==> src/rtl/univ_shreg_pkg.sv <==
// univ_shreg_pkg
//   Shared types for the universal shift register:
//     mode_t   - 3-bit operation select encodings
//     state_t  - control FSM states
//     MODE_W   - width of the mode field
//     is_shift - true for modes that run as a multi-step command

package univ_shreg_pkg;

    localparam int unsigned MODE_W = 3;

    typedef enum logic [MODE_W-1:0] {
        ModeHold = 3'b000,
        ModeLoad = 3'b001,
        ModeShl  = 3'b010,
        ModeShr  = 3'b011,
        ModeRol  = 3'b100,
        ModeRor  = 3'b101,
        ModeAsr  = 3'b110,
        ModeRsvd = 3'b111
    } mode_t;

    typedef enum logic [0:0] {
        StIdle = 1'b0,
        StRun  = 1'b1
    } state_t;

    function automatic logic is_shift(input mode_t m);
        return m inside {ModeShl, ModeShr, ModeRol, ModeRor, ModeAsr};
    endfunction

endpackage

==> src/rtl/univ_shreg_step.sv <==
// univ_shreg_step
//   Combinational single-bit step of the shift register.
//   Ports:
//     t_i     - current register contents
//     mode_i  - operation (non-shift modes pass t_i through)
//     lshl_i  - serial input into bit 0 on SHL
//     rshr_i  - serial input into bit WIDTH-1 on SHR
//     t_o     - register contents after one step
//     out_o   - bit shifted or rotated out by this step

module univ_shreg_step
    import univ_shreg_pkg::*;
#(
    parameter int unsigned WIDTH = 8
) (
    input  logic [WIDTH-1:0] t_i,
    input  mode_t            mode_i,
    input  logic             lshl_i,
    input  logic             rshr_i,
    output logic [WIDTH-1:0] t_o,
    output logic             out_o
);

    always_comb begin
        t_o   = t_i;
        out_o = 1'b0;
        case (mode_i)
            ModeShl: begin
                t_o   = {t_i[WIDTH-2:0], lshl_i};
                out_o = t_i[WIDTH-1];
            end
            ModeShr: begin
                t_o   = {rshr_i, t_i[WIDTH-1:1]};
                out_o = t_i[0];
            end
            ModeRol: begin
                t_o   = {t_i[WIDTH-2:0], t_i[WIDTH-1]};
                out_o = t_i[WIDTH-1];
            end
            ModeRor: begin
                t_o   = {t_i[0], t_i[WIDTH-1:1]};
                out_o = t_i[0];
            end
            ModeAsr: begin
                t_o   = {t_i[WIDTH-1], t_i[WIDTH-1:1]};
                out_o = t_i[0];
            end
            default: begin
                t_o   = t_i;
                out_o = 1'b0;
            end
        endcase
    end

endmodule

==> src/rtl/univ_shift_reg.sv <==
// univ_shift_reg
//   Parametrised load/shift/rotate register. Multi-bit shift commands run one
//   bit per clock under a start/busy/done handshake.
//   Optional feature macro: UNIV_SHREG_PARITY_EN (adds registered parity output PAR).
//   Ports:
//     CLK    - clock, rising edge
//     Clr    - synchronous active-high reset
//     S      - parallel load data
//     LSHL   - serial input into bit 0 on SHL (sampled every step)
//     RSHR   - serial input into bit WIDTH-1 on SHR (sampled every step)
//     mode   - operation select, latched at accept
//     amount - step count, clamped to WIDTH, latched at accept
//     start  - command request, accepted when not busy
//     T      - register contents
//     SOUT   - last bit shifted/rotated out
//     busy   - steps remain after this edge
//     done   - one-cycle completion pulse
//     PAR    - even parity of T (only with UNIV_SHREG_PARITY_EN)

module univ_shift_reg
    import univ_shreg_pkg::*;
#(
    parameter  int unsigned WIDTH = 8,
    localparam int unsigned AW    = $clog2(WIDTH) + 1
) (
    input  logic             CLK,
    input  logic             Clr,
    input  logic [WIDTH-1:0] S,
    input  logic             LSHL,
    input  logic             RSHR,
    input  logic [2:0]       mode,
    input  logic [AW-1:0]    amount,
    input  logic             start,
    output logic [WIDTH-1:0] T,
    output logic             SOUT,
    output logic             busy,
    output logic             done
`ifdef UNIV_SHREG_PARITY_EN
    ,
    output logic             PAR
`endif
);

    state_t           state_q, state_d;
    logic [AW-1:0]    rem_q, rem_d;
    mode_t            mode_q, mode_d;
    logic [WIDTH-1:0] t_q, t_d;
    logic             sout_q, sout_d;
    logic             done_q, done_d;

    mode_t            cmd_mode;
    logic [AW-1:0]    n_clamp;
    mode_t            step_mode;
    logic [WIDTH-1:0] step_t;
    logic             step_out;

    assign cmd_mode = mode_t'(mode);
    assign n_clamp  = (amount > AW'(WIDTH)) ? AW'(WIDTH) : amount;

    // The first step happens on the accept edge, so it must use the live mode.
    assign step_mode = (state_q == StIdle) ? cmd_mode : mode_q;

    univ_shreg_step #(
        .WIDTH (WIDTH)
    ) u_step (
        .t_i    (t_q),
        .mode_i (step_mode),
        .lshl_i (LSHL),
        .rshr_i (RSHR),
        .t_o    (step_t),
        .out_o  (step_out)
    );

    always_comb begin
        state_d = state_q;
        rem_d   = rem_q;
        mode_d  = mode_q;
        t_d     = t_q;
        sout_d  = sout_q;
        done_d  = 1'b0;
        case (state_q)
            StIdle: begin
                if (start) begin
                    mode_d = cmd_mode;
                    if (is_shift(cmd_mode)) begin
                        if (n_clamp != '0) begin
                            t_d    = step_t;
                            sout_d = step_out;
                            rem_d  = n_clamp - AW'(1);
                            if (rem_d != '0) begin
                                state_d = StRun;
                            end else begin
                                done_d = 1'b1;
                            end
                        end else begin
                            done_d = 1'b1;
                        end
                    end else begin
                        if (cmd_mode == ModeLoad) begin
                            t_d = S;
                        end
                        done_d = 1'b1;
                    end
                end
            end
            StRun: begin
                t_d    = step_t;
                sout_d = step_out;
                rem_d  = rem_q - AW'(1);
                if (rem_d == '0) begin
                    state_d = StIdle;
                    done_d  = 1'b1;
                end
            end
            default: begin
                state_d = StIdle;
            end
        endcase
    end

    always_ff @(posedge CLK) begin
        if (Clr) begin
            state_q <= StIdle;
            rem_q   <= '0;
            mode_q  <= ModeHold;
            t_q     <= '0;
            sout_q  <= 1'b0;
            done_q  <= 1'b0;
        end else begin
            state_q <= state_d;
            rem_q   <= rem_d;
            mode_q  <= mode_d;
            t_q     <= t_d;
            sout_q  <= sout_d;
            done_q  <= done_d;
        end
    end

    assign T    = t_q;
    assign SOUT = sout_q;
    assign busy = (state_q == StRun);
    assign done = done_q;

`ifdef UNIV_SHREG_PARITY_EN
    logic par_q;

    always_ff @(posedge CLK) begin
        if (Clr) begin
            par_q <= 1'b0;
        end else begin
            par_q <= ^t_d;
        end
    end

    assign PAR = par_q;
`endif

endmodule

==> config.mk <==
export PLATFORM = sky130hd
export DESIGN_NAME = univ_shift_reg
export DESIGN_NICKNAME = d
export VERILOG_FILES = /design/src/rtl/univ_shreg_pkg.sv /design/src/rtl/univ_shreg_step.sv /design/src/rtl/univ_shift_reg.sv
export SDC_FILE = /design/constraint.sdc
export NUM_CORES = 1
export LEC_CHECK = 0
export CAP_MARGIN = 20
export CORE_ASPECT_RATIO = 1.1
export CORE_MARGIN = 3
export CORE_UTILIZATION = 29
export CTS_BUF_LIST = sky130_fd_sc_hd__clkbuf_8
export CTS_CLUSTER_SIZE = 40
export DETAILED_ROUTE_END_ITERATION = 7
export HOLD_SLACK_MARGIN = 0.1
export PLACE_DENSITY = 0.5
export SYNTH_ARGS = -nofsm -noshare
export SYNTH_HDL_FRONTEND = slang
export SYNTH_SLANG_ARGS = --single-unit
export TNS_END_PERCENT = 10
==> constraint.sdc <==
create_clock -name CLK -period 2.6 [get_ports CLK]
set_clock_uncertainty 0.2 [all_clocks]
set_input_delay 0.78 -clock CLK [delete_from_list [all_inputs] [get_ports CLK]]
set_output_delay 0.78 -clock CLK [all_outputs]
set_load 0.01 [all_outputs]
== Word-level counts from Yosys, hierarchy flattened ==
Cells that the tools add are included.

* Memories kept: 0
* Bits in writable memories: 0
* Latch bits: 0
* ROM bits: 0
* Input bits: 20
* Word-level logic and storage cells: 64
* Register bits: 18

* Reduce and logical (&&, ||, !) cells: 9
* Add/subtract/negate cells: 2
* Mux-type cells: 29
* Shifts and indexed selects: 0
* Div/mod/pow operators: 0
* Bitwise logic cells: 1
* Equal/unequal tests: 16
* $lt $le $gt $ge: 1
* $mul: 0

{| class="wikitable"
|+ Operator list
! kind !! count
|-
| 8-bit one-hot mux with 5 select lines || 1
|-
| 8-bit two-way mux || 4
|-
| 3-bit equality test, second input constant || 6
|-
| 4-bit two-way mux || 4
|-
| 8-bit one-hot mux with 2 select lines || 1
|-
| 1-bit two-way mux || 13
|-
| 3-bit by 2-bit equality test with 1-bit output, second input constant || 4
|-
| 1-bit one-hot mux with 2 select lines || 4
|-
| 4-bit one-hot mux with 2 select lines || 1
|-
| 4-bit nonzero test || 2
|-
| 4-bit by 1-bit subtractor with 4-bit output, second input constant || 2
|-
| 3-bit AND reduction || 2
|-
| 5-bit nonzero test || 1
|-
| 4-bit > comparator, second input constant || 1
|-
| 4-bit zero test || 1
|-
| 2-bit by 1-bit inequality test with 1-bit output, second input constant || 2
|-
| 3-bit by 1-bit equality test with 1-bit output, second input constant || 1
|-
| 3-bit two-way mux || 1
|-
| 3-bit by 1-bit inequality test with 1-bit output, second input constant || 1
|-
| 3-bit by 2-bit inequality test with 1-bit output, second input constant || 1
|-
| 3-bit OR reduction || 1
|-
| 2-bit inequality test, second input constant || 1
|-
| 2-bit AND reduction || 1
|-
| 2-bit OR reduction || 1
|-
| 1-bit NOT || 1
|}

== Logic depth before layout (Yosys ltp) ==
Gate-level depths: netlist (run 1).

* Depth in word-level cells: 9
* Mapped depth: 8
* Gate-level depth less buffers: 8

== By module ==
From an unflattened synthesis (run 1), not the netlist that was laid out.

* Cells, all modules: 156
* Area, all modules: 1416.4 um2

{| class="wikitable"
|+ Modules (own cells, without submodules)
! module !! instances !! sequential area each (um2) !! cells an instance !! area each (um2)
|-
| univ_shift_reg || 1 || 360.3 || 109 || 1063.5
|-
| univ_shreg_step || 1 || 0.0 || 47 || 352.8
|}

== Worst setup path before layout (run 1) ==
Ideal clock, no wire load.

* Kind: input-to-reg
* From: in amount[3]
* To: reg t_q[0], in the netlist T[0]
* Stages: 8
* Data arrival time: 2.091 ns
* Buffers on the path: 1
* Slack: 0.177 ns
* Setup time: 0.132 ns
* Required time: 2.268 ns
* Cell sequence: nand2b_1 -> ha_1 -> or3b_1 -> mux2i_1 -> o31ai_2 -> buf_2 -> o21ai_0 -> o32ai_2

* Cells in the longest elaborated chain, start to end: 5

{| class="wikitable"
|+ Ends and longest elaborated chain
! what !! line !! text
|-
| start, declared || univ_shift_reg.sv:32 || <nowiki>input logic [AW-1:0] amount,</nowiki>
|-
| 4-bit > comparator || univ_shift_reg.sv:58 || <nowiki>assign n_clamp = (amount > AW'(WIDTH)) ? AW'(WIDTH) : amount;</nowiki>
|-
| 4-bit two-way mux * || univ_shift_reg.sv:58 ||
|-
| 4-bit nonzero test * || univ_shift_reg.sv:86 || <nowiki>if (n_clamp != '0) begin</nowiki>
|-
| 3-bit by 2-bit inequality test with 1-bit output (no line) * || n/a ||
|-
| 3-bit AND reduction (no line) * || n/a ||
|-
| end signal, assigned || univ_shift_reg.sv:133 || <nowiki>t_q <= t_d;</nowiki>
|-
| end, declared || univ_shift_reg.sv:47 || <nowiki>logic [WIDTH-1:0] t_q, t_d;</nowiki>
|}

Every way passes the cells marked *; elsewhere a longest branch is shown, timed or not.
A chain may end at the register's enable or synchronous reset.

== Final worst setup path (run 1) ==
* From: reg state_q, in the netlist busy
* To: out busy

{| class="wikitable"
|+ RTL lines
! what !! line !! text
|-
| start, declared || univ_shift_reg.sv:44 || <nowiki>state_t state_q, state_d;</nowiki>
|-
| start signal, assigned || univ_shift_reg.sv:123 || <nowiki>state_q <= StIdle;</nowiki>
|-
| start signal, assigned || univ_shift_reg.sv:130 || <nowiki>state_q <= state_d;</nowiki>
|-
| end, declared || univ_shift_reg.sv:36 || <nowiki>output logic busy,</nowiki>
|}

No word-level cell between the ends.

==> results of run 1 <==
synth_stat cells (all sizes together), types with 2 or more instances:
cell    count
a211oi      2
a221oi      6
mux2        3
clkbuf      3
mux2i       8
nand2      32
buf         5
o21a        2
xnor2       3
nor2b       2
a311oi      2
o21ai      12
dfxtp      18
and3        2
a21oi       6
nand2b     11
nor2       12
nor3        6
o32ai       8
o221ai      2
inv         5
ha          4
metal layers:
layer | vias to the layer above | global-route usage (%) | wire [um]
li1 | 738 | - | -
met1 | 712 | 17.3 | 1800
met2 | 27 | 29.9 | 2210
met3 | 2 | 2.82 | 163
met4 | 0 | 4.32 | 27
met5 | - | 0 | 0
flip-flops by register name, indices dropped and copies added, names as in the netlist:
register and cells:
done 1, SOUT 1, busy 1, rem_q 4
T 8, mode_q 3
worst min-delay path by stage:
stage | from | end | slack, ps | cells past startpoint
2_1_floorplan | rem_q[1] | rem_q[1] | 240 | 2
3_3_place_gp | rem_q[1] | rem_q[1] | 260 | 2
3_5_place_dp | rem_q[1] | rem_q[1] | 270 | 2
4_1_cts | rem_q[1] | rem_q[1] | 280 | 2
5_1_grt | rem_q[1] | rem_q[1] | 300 | 2
6_report | rem_q[1] | rem_q[1] | 280 | 2
report_power, final:
group	total [W]	switching, W	leakage (nW)	internal (W)
Sequential	0.000337	0.0000345	0.148	0.000302
Combinational	0.000399	0.000185	0.668	0.000214
Clock	0.000234	0.0000996	0.0288	0.000135
kinds of logic (layout without fill, tap and decap cells):
family / after synthesis / count (layout) / share of synthesized area (%)
buffers and inverters: 13 / 72 / 4.97
AND/OR/NAND/NOR: 71 / 71 / 25.7
AO/OA/AOI/OAI: 48 / 48 / 25.8
flip-flops: 18 / 18 / 26.0
XOR/XNOR: 4 / 4 / 3.88
adder cells (fa/ha/maj): 4 / 4 / 3.61
multiplexers: 11 / 11 / 9.94
cell usage in the layout, fill, tap and decap left out, drive strengths merged, types with 2 or more instances in the layout:
master,instances
clkbuf,4
o32ai,8
clkdlybuf4s50,26
mux2,3
nor2b,2
a311oi,2
a211oi,2
inv,5
nand2b,11
o21a,2
o21ai,12
dfxtp,18
nor3,6
nor2,12
xnor2,3
buf,33
a221oi,6
dlygate4sd2,3
nand2,32
mux2i,8
and3,2
ha,4
a21oi,6
o221ai,2
per-stage QoR:
stage	std cells	total power, W	setup TNS [ps]	hold slack, ps	worst slack [ps]
floorplan	169	0.000550	0	245	177
global placement	272	0.000696	-6210	264	-581
detailed placement	272	0.000707	-6960	270	-646
CTS	278	0.000969	0	281	8.94
global route	282	0.00104	-24.8	297	-24.8
finish	282	0.000970	0	277	77.5
final cells by class:
cell class                      count  area [um2]  share of cell area [%]
Multi-Input combinational cell    138        1030                    49.1
Timing Repair Buffer               63         563                    26.9
Sequential cell                    18         360                    17.2
Tap cell                           54        67.6                    3.23
Clock buffer                        4        55.1                    2.63
Inverter                            5        18.8                   0.897
repair_timing:
| action | 4_1_cts | 5_1_grt |
|---|---|---|
| resized for setup | 15 | 2 |
| endpoints found under the setup margin | 13 | 10 |
| pin swaps | 2 | 3 |
| setup buffers | 2 | 4 |
==> reports/metrics.cfg, run 1 <==
[grt]
grt_usage_pct=15.6
grt_pass1_wl_um=7090
antenna_found_initial=0
grt_overflow=0
grt_pass1_vias=1535
grt_max_degree=20

[route]
avgRoutedWirePerCell_um=14.9
num_vias=1479
vias_per_cell=5.24
first_iter_violations=65
drt-total-wl_um=4210
drc_errors=0
dr.pass1.iters=4
ant_nets=0

[timing]
slew_viol_final=0
setup_viol=0
rsz0062_at_grt=true
final_hold_viol_count=0
max_clock_freq_ghz=0.396
layout_min_cycle_time_ps=2520
worst_pin_slew_ps=660
finalCritPeriodShare_pct=97.0
max_slew_margin_pct=55.9

[setup_path]
crit_slowest_cell=dfxtp_1
cp.required_ps=1620
endpoint=busy
timing.rr.start=busy
r2r_cells=6
path_cells=clkdlybuf4s50_1
cp-end-kind=primary output
critPathKind=reg -> out
crit_cells=1
path_max_fanout=9
critPathArrivalTime_ps=1540
reg2reg_slack_ps=480
crit_start=busy
cp_top_family=flip-flops
r2r-end=T[5]
start_kind=register
slowest_delay_ps=650
critPathBufInv=1

[finish]
final_area_um2=2090
nets=253
drive_gt1_share_pct=25.9
final_util_pct=47.1
antenna_cells=0
areaGrowthSynthToFinish_pct=51.1
fillCellCount=444

[floorplan]
dieArea_um2=5640
core_region_area_um2=4440
start_util_pct=31.2
fp.dieW_um=71.9
ioPinCount=31
die_h_um=78.5
placementRows=25

[pwr]
powerDensity_nw_per_um2=463
leakagePower_nw=0.845
irDropWorstVdd_uv=170

[logic_synthesis]
synth_top_cell_area_share_pct=26.0
syn_area_per_cell_um2=8.20
async_reset_ff_share_pct=0
ys_seq_elements=18
synth_edf_count=0
netlist_area_um2=1390
syn_inst=169
synth_cell_types=50
synth_nets=193
yosys_warnings=0
yosysSeqAreaShare_pct=26.0
synthTopCellsByArea=dfxtp_1, nand2_1, nand2b_1, o32ai_1, mux2i_1
synth_flop_cell=dfxtp_1
yosys.area.top_type=dfxtp_1

[clocking]
cts_hold_buf=0
clk_pin_slew_ps=70
clock-root-buffer=clkbuf_8
cts.sinks=18
htreeDepth=1
clock_path_buffers=2
cts_buffers=3
insertion_delay_ps=250
cts_tree=done

[place]
place_area_um2=1910
io_buffers=30
finalWeightedCongestion=0.761
dp.final_hpwl_um=3240

[status]
outcome=finished, final reports clean

[run]
cap_violations=0

[worst_hold_path]
hp-class=reg -> reg

Note: power is estimated with default switching activity, not from simulation.
==> inputs of run 2 (changes only) <==
Settings changed: TNS_END_PERCENT 10 to default.
==> reports/metrics.cfg, run 2 (synthesized netlist as in run 1, its figures left out) <==
[place]
finalWeightedCongestion=0.761  ; unchanged
dp.cells=272  ; unchanged
io_buffers=30  ; unchanged
dp.final_hpwl_um=3240  ; unchanged

[finish]
final_util_pct=47.5  ; +0.39 points
antenna_cells=0  ; unchanged
fillCellCount=444  ; unchanged
drive_gt1_share_pct=26.8  ; +0.88 points
final_cell_count_no_fill=282  ; unchanged
regArea_um2=362  ; +0.35%
areaGrowthSynthToFinish_pct=52.4
largest_reg_flops=8  ; unchanged
multi_input_comb_area_um2=1040  ; +1.6%
final_common_cell=nand2_1
final_cell_mix=nand2_1, buf_4, clkdlybuf4s50_1, dfxtp_1
nets=253  ; unchanged

[grt]
grt_pass1_wl_um=7090  ; unchanged
antenna_found_initial=0  ; unchanged
grt_pass1_vias=1535  ; unchanged
grt.busiest_layer=met2
grt_max_degree=20  ; unchanged
grt_overflow=0  ; unchanged
grt_usage_pct=15.6  ; unchanged
gr-usage-met2_pct=29.9  ; unchanged
use_met1_pct=17.3  ; unchanged
grt_use_met3_pct=2.82  ; unchanged

[route]
dr.pass1.iters=4  ; unchanged
ant_nets=0  ; unchanged
avgRoutedWirePerCell_um=15.1  ; +1.4%
drc_errors=0  ; unchanged
first_iter_violations=62  ; -4.6%
vias_per_cell=5.31  ; +1.2%
drt-total-wl_um=4260  ; +1.4%
num_vias=1497  ; +1.2%

[timing]
max_slew_margin_pct=51.4  ; -4.5 points
rsz0062_at_grt=false
setup_viol=0  ; unchanged
layout_min_cycle_time_ps=2530  ; +7.19 ps
finalCritPeriodShare_pct=97.3  ; +0.28 points
max_clock_freq_ghz=0.395  ; -0.28%
final_hold_viol_count=0  ; unchanged
setup_tns_ps=0  ; unchanged
worst_pin_slew_ps=727  ; +67.1 ps
slew_viol_final=0  ; unchanged
timing.hold.ws_ps=276  ; -0.731 ps

[pwr]
irDropWorstVdd_uv=170  ; -0.20%
powerDensity_nw_per_um2=463  ; about the same
leakagePower_nw=0.847  ; +0.21%

[clocking]
insertion_delay_ps=250  ; about the same
clock_path_buffers=2  ; unchanged
cts_buffers=3  ; unchanged
cts.sinks=18  ; unchanged
cts_tree=done
clk_pin_slew_ps=70  ; about the same
htreeDepth=1  ; unchanged
clock-root-buffer=clkbuf_8

[setup_path]
reg2reg_slack_ps=640  ; +160 ps
cp-end-kind=register
r2r-end=T[0]
path_max_fanout=9  ; unchanged
timing.rr.start=busy
critPathKind=in -> reg
cp.required_ps=2560  ; +940 ps
start_kind=input port
r2r_cells=5  ; -1
critPathArrivalTime_ps=2490  ; +950 ps

[floorplan]
placementRows=25  ; unchanged
die_h_um=78.5  ; unchanged
fp.dieW_um=71.9  ; unchanged
core_region_area_um2=4440  ; unchanged
dieArea_um2=5640  ; unchanged
ioPinCount=31  ; unchanged
start_util_pct=31.2  ; unchanged

[run]
cap_violations=0  ; unchanged

[worst_hold_path]
worstHoldStart=rem_q[1]
hp-class=reg -> reg
holdPathEnd=rem_q[1]
min_path_cells=2  ; unchanged

[status]
outcome=finished, final reports clean

==> run 2: changes by cell type in the layout (fill, tap and decap cells not counted) <==
cell / change
o32ai_1: -1
dfxtp_1: -1
o32ai_2: +1
dfxtp_2: +1
mux2i_4: +1
mux2i_2: -1
==> run 2: timing repair <==
action	CTS	global route
setup buffers	2	4
hold buffers	0	0
pin swaps	2	3
setup endpoints to repair	13	10
resized for setup	15	5
gates cloned	0	0
hold endpoints to repair	0	0
==> run 2: metrics by stage <==
stage / setup slack [ps] / total power (W) / cell area (um2)
2_1_floorplan: 177 / 0.000550 / 1390
3_3_place_gp: -581 / 0.000696 / 1910
3_5_place_dp: -646 / 0.000707 / 1910
4_1_cts: 8.94 / 0.000969 / 2040
5_1_grt: 7.76 / 0.00104 / 2110
6_report: 70.3 / 0.000977 / 2110
==> run 2: how the worst max path moves through the flow <==
stage	to	depth (start not counted)	startpoint	slack [ps]
floorplan	T[0]	8	amount[3]	180
CTS	T[2]	6	mode[0]	9
finish	T[0]	7	mode[2]	70
global route	T[0]	7	mode[2]	8
detailed placement	T[5]	8	amount[3]	-650
global placement	T[5]	8	amount[3]	-580
==> run 2: power by group <==
part / total (W) / switching, W / internal [W] / leakage [nW]
combinational: 0.000404 / 0.000187 / 0.000217 / 0.670
sequential: 0.000338 / 0.0000352 / 0.000302 / 0.148
clock: 0.000236 / 0.000101 / 0.000135 / 0.0288
==> run 2: worst max-delay path: stages <==
cell and delay, ps:
clkdlybuf4s50_1 450, buf_4 170, mux2_4 310, xnor2_4 300
a21o_1 170, a21oi_1 70, o32ai_2 240
==> run 2: final cells by class <==
type,count,area share (%)
multi-input cells,138,49.5
repair buffers,63,26.7
flip-flops and latches,18,17.1
well taps,54,3.20
clock buffers,4,2.61
inverters,5,0.889
==> run 2: routing by layer <==
metal	share of wire, %	routed length [um]
met5	0	0
met4	0.63	27
met3	4.1	176
met2	53	2240
met1	43	1820
==> inputs of run 3 (changes only) <==
Settings changed: REMOVE_ABC_BUFFERS from default to 1.
==> reports/metrics.cfg, run 3 (synthesized netlist as in run 1, its figures left out) <==
[floorplan]
die_h_um=78.5  ; unchanged
ioPinCount=31  ; unchanged
placementRows=25  ; unchanged
start_util_pct=31.2  ; unchanged
dieArea_um2=5640  ; unchanged
core_region_area_um2=4440  ; unchanged
fp.dieW_um=71.9  ; unchanged

[grt]
grt_max_degree=20  ; unchanged
antenna_found_initial=0  ; unchanged
grt_pass1_wl_um=6690  ; -5.5%
grt_pass1_vias=1456  ; -5.1%
grt_overflow=0  ; unchanged
grt_usage_pct=14.7  ; -0.91 points

[clocking]
htreeDepth=1  ; unchanged
cts_hold_buf=0  ; unchanged
cts.sinks=18  ; unchanged
cts_tree=done
clock-root-buffer=clkbuf_8
clk_pin_slew_ps=80  ; about the same
clock_path_buffers=2  ; unchanged
insertion_delay_ps=260  ; about the same
cts_buffers=3  ; unchanged

[finish]
antenna_cells=0  ; unchanged
final_cell_mix=nand2_1, clkdlybuf4s50_1, buf_4, dfxtp_1
largest_reg_flops=8  ; unchanged
final_cell_count_no_fill=274  ; -2.8%
multi_input_comb_area_um2=1000  ; -4.2%
drive_gt1_share_pct=22.7  ; -4.0 points
regArea_um2=360  ; -0.35%
areaGrowthSynthToFinish_pct=43.9
final_area_um2=1990  ; -5.6%
fillCellCount=443  ; -0.23%
nets=245  ; -3.2%
final_common_cell=nand2_1

[timing]
max_clock_freq_ghz=0.398  ; +0.58%
worst_pin_slew_ps=694  ; -33.3 ps
setup_viol=0  ; unchanged
final_hold_viol_count=0  ; unchanged
finalCritPeriodShare_pct=96.7  ; -0.56 points
layout_min_cycle_time_ps=2520  ; -14.5 ps
slew_viol_final=0  ; unchanged
max_slew_margin_pct=53.6  ; +2.2 points

[setup_path]
crit_slowest_cell=clkdlybuf4s50_1
cp.required_ps=2570  ; about the same
reg2reg_slack_ps=530  ; -110 ps
slowest_delay_ps=450  ; about the same
cp-end-kind=register
critPathArrivalTime_ps=2490  ; about the same
cp_top_family=buffers and inverters
path_max_fanout=9  ; unchanged
start_kind=input port
critPathBufInv=2  ; unchanged
critPathKind=in -> reg
path_cells=clkdlybuf4s50_1 -> buf_4 -> mux2_4 -> xnor2_4 -> a21o_1 -> a21oi_1 -> o32ai_2

[place]
finalWeightedCongestion=0.807  ; +6.0%
dp.final_hpwl_um=3140  ; -3.1%
io_buffers=30  ; unchanged
dp.cells=266  ; -2.2%
place_area_um2=1860  ; -2.4%

[status]
outcome=finished, final reports clean

[route]
first_iter_violations=57  ; -8.1%
vias_per_cell=5.33  ; +0.38%
ant_nets=0  ; unchanged
dr.pass1.iters=4  ; unchanged
drc_errors=0  ; unchanged
drt-total-wl_um=4140  ; -2.9%
avgRoutedWirePerCell_um=15.1  ; about the same
num_vias=1460  ; -2.5%

[pwr]
leakagePower_nw=0.799  ; -5.7%
p_clk_share_pct=25.2  ; +1.1 points
sw_frac_of_total_pct=33.5  ; +0.37 points
combinationalPowerShare_pct=39.7  ; -1.6 points
irDropWorstVdd_uv=233  ; +37%
power.internal_w=0.000629  ; -3.8%
powerDensity_nw_per_um2=474  ; +2.4%
p_sw_w=0.000316  ; -2.2%
p_seq_share_pct=35.1  ; +0.6 points

[run]
cap_violations=0  ; unchanged

[worst_hold_path]
hp-class=reg -> reg

-- run 3: metrics by stage --
step | setup slack, ps | hold WS (ps) | power [W] | setup TNS [ps] | utilization (%)
after floorplan | 41.1 | 238 | 0.000535 | 0 | -
after global placement | -662 | 266 | 0.000683 | -6300 | 41.9
after detailed placement | -766 | 270 | 0.000692 | -7260 | 41.9
after CTS | 24.1 | 280 | 0.000949 | 0 | 44.3
after global routing | -3.98 | 299 | 0.000999 | -3.98 | 44.9
final | 84.9 | 283 | 0.000945 | 0 | 44.9
-- run 3: metal layers --
metal	part of all wire (%)	up-vias	track usage [%]	wire length, um
met5	0	-	0	0
met4	0.97	0	5.08	40
met3	3.9	4	2.18	163
met2	52	34	27.2	2140
met1	43	704	16.9	1800
li1	-	718	-	-
-- run 3: power by group through the flow --
stage | combinational (W) | sequential (W) | clock, W
final | 0.000375 | 0.000331 | 0.000238
after global routing | 0.000406 | 0.000336 | 0.000257
after CTS | 0.000372 | 0.000331 | 0.000247
after detailed placement | 0.000355 | 0.000337 | 0
after global placement | 0.000347 | 0.000336 | 0
after floorplan | 0.000191 | 0.000345 | 0
-- run 3: timing repair --
item                                    CTS  global route
buffers inserted                          3             1
resized for setup                        10             3
endpoints found under the hold margin     0             0
endpoints found under the setup margin    9             7
pin swaps                                 2             4
-- run 3: tightest hold or removal path, cell delays in order, from the launching register on --
cell and delay [ps]:
dfxtp_1 330, nand2_1 60, a21oi_1 50
-- run 3: cell type report --
type / count / area share, %
Tap cell: 54 / 3.39
Multi-Input combinational cell: 138 / 50.2
Sequential cell: 18 / 18.1
Clock buffer: 4 / 2.76
Inverter: 5 / 0.942
Timing Repair Buffer: 55 / 24.6
-- run 3: path summary, 6_finish.rpt --
path,cells past startpoint,start,to
setup reg to reg,6,busy,T[7]
hold reg to reg,2,rem_q[1],rem_q[1]
hold / removal,2,rem_q[1],rem_q[1]
setup / recovery,7,mode[2],T[0]
==> RTL edit, RTL diff (settings of run 1) <==
`WIDTH` is set to 8 in 2 places; all go to 16.
--- a/src/rtl/univ_shreg_step.sv
+++ b/src/rtl/univ_shreg_step.sv
@@ -11,7 +11,7 @@
 module univ_shreg_step
     import univ_shreg_pkg::*;
 #(
-    parameter int unsigned WIDTH = 8
+    parameter int unsigned WIDTH = 16
 ) (
     input  logic [WIDTH-1:0] t_i,
     input  mode_t            mode_i,
--- a/src/rtl/univ_shift_reg.sv
+++ b/src/rtl/univ_shift_reg.sv
@@ -20,7 +20,7 @@
 module univ_shift_reg
     import univ_shreg_pkg::*;
 #(
-    parameter  int unsigned WIDTH = 8,
+    parameter  int unsigned WIDTH = 16,
     localparam int unsigned AW    = $clog2(WIDTH) + 1
 ) (
     input  logic             CLK,
Interface: changed (resized S, T and amount); port bits go from 31 to 48. The function was not compared with the original's and may differ.
==> RTL edit against run 1 <==
  * Power is 20% higher
  * Register-to-register slack worse by 170 ps
  * Non-clock buffer count is 19 higher
  * Via count is 15% higher
  * First-iteration DRC count is 58% higher
  * Design area is 22% higher
  * Routed wire length is 19% higher
  * Setup slack better by 13 ps
  * Area after synthesis is 18% higher
  * Sequential cell count is 9 higher
  * Global-route usage is 0.43 points lower
  * Sequential power is 46% higher
  * Largest cell class unchanged
  * Largest power group is now sequential cells
  * Highest routed layer unchanged
==> RTL edit: results (changes against run 1) <==
Layout
  • Number of nets in the layout: 288 (+14%)
  • Seq cells: 27 (+9)
  • Number of flip-flops in the largest register: 16 (+8)
  • Share of post-route cells with drive strength above 1: 24.5% (-1.4 points)
  • Share of cell area taken by multi-input logic gates: 42.2% (-6.9 points)
  • Clock Network Area Fraction: 1.76% (-0.87 points)
  • Multi-Input Combinational: 133 (-3.6%)
  • Number of non-clock inverters in the layout: 7 (+2)
  • FF/Latch Area: 541 µm² (+50%)
  • Number of buffers other than clock buffers in the final layout: 82 (+30%)

Global routing
  • Global-route wire length before repair: 8.21 mm (+16%)

Placement
  • Placed wire-length estimate: 3.70 mm (+14%)
  • Routability Congestion: 0.787 (+3.4%)
  • Worst slack at placement: -495 ps (+152 ps)

Critical path
  • Delay of the slowest cell on the worst path: 460 ps (-190 ps)
  • Cell family contributing the most delay on the critical path: simple AND/OR/NAND/NOR gates
  • Largest fanout of any net on the critical path: 7 (-2)
  • Reg2reg path depth: 5 (-1)
  • Timing startpoint of the critical path: amount[1]

Drt
  • Iteration-0 DRC Markers: 103 (+58%)

Yosys
  • Total nets after synthesis: 211 (+9.3%)
  • Number of distinct standard cells referenced by the synthesized netlist: 52 (+4.0%)
  • Share of the synthesized area in compound gates (AO/OA/AOI/OAI): 33.6% (+7.8 points)
  • Largest cells by area after synthesis: sky130_fd_sc_hd__dfxtp_1, sky130_fd_sc_hd__a222oi_1, sky130_fd_sc_hd__o2bb2ai_1
  • Synthesized area per cell: 9.23 µm² (+13%)

Outcome
  • Status: complete, no violations

Power and ir drop
  • Leakage component of the power: 0.967 nW (+14%)

Timing
  • Transition time at the pin with the least slew margin: 455 ps (-205 ps)

Min path
  • Worst Hold Launch: rem_q[4]$_SDFFE_PP0P_
RTL edit: changes by cell type after synthesis, moves of 4 or more:
cell / run 1 / this run
sky130_fd_sc_hd__nand2_1: 32 / 8
sky130_fd_sc_hd__o2bb2ai_1: 0 / 15
sky130_fd_sc_hd__a222oi_1: 0 / 14
sky130_fd_sc_hd__o21ai_1: 10 / 0
sky130_fd_sc_hd__dfxtp_1: 18 / 27
sky130_fd_sc_hd__o32ai_1: 7 / 1
sky130_fd_sc_hd__nand2b_1: 11 / 6
sky130_fd_sc_hd__nor3_1: 4 / 8
sky130_fd_sc_hd__o21ai_0: 2 / 6
RTL edit: worst register-to-register path: stages (launching register included):
cell	delay (ps)
sky130_fd_sc_hd__dfxtp_1	550
sky130_fd_sc_hd__clkinv_1	410
sky130_fd_sc_hd__a21o_1	330
sky130_fd_sc_hd__buf_12	170
sky130_fd_sc_hd__a222oi_1	420
sky130_fd_sc_hd__o2bb2ai_2	110
RTL edit: final timing paths:
path                                              end  slack [ps]
worst max-delay path               T[10]$_SDFFE_PP0P_          90
worst min-delay path            rem_q[4]$_SDFFE_PP0P_         300
worst max register to register     T[13]$_SDFFE_PP0P_         310
worst min register to register  rem_q[4]$_SDFFE_PP0P_         300
RTL edit: power breakdown:
group | switching [mW] | internal [mW]
Clock | 0.145 | 0.106
Combinational | 0.193 | 0.231
Sequential | 0.0443 | 0.447
RTL edit: cells by family after synthesis:
group | after synthesis
compound gates | 66
xor+xnor | 5
fa+ha+maj | 5
buf+inv | 17
flops | 27
mux | 6
simple gates | 51
RTL edit: per-layer routing:
metal	vias up	routed length [µm]	GRT usage (%)
met3	5	206	2.47
li1	852	-	-
met1	788	2190	18.8
met2	52	2550	26.6
met5	-	0	0
met4	0	57	5.34
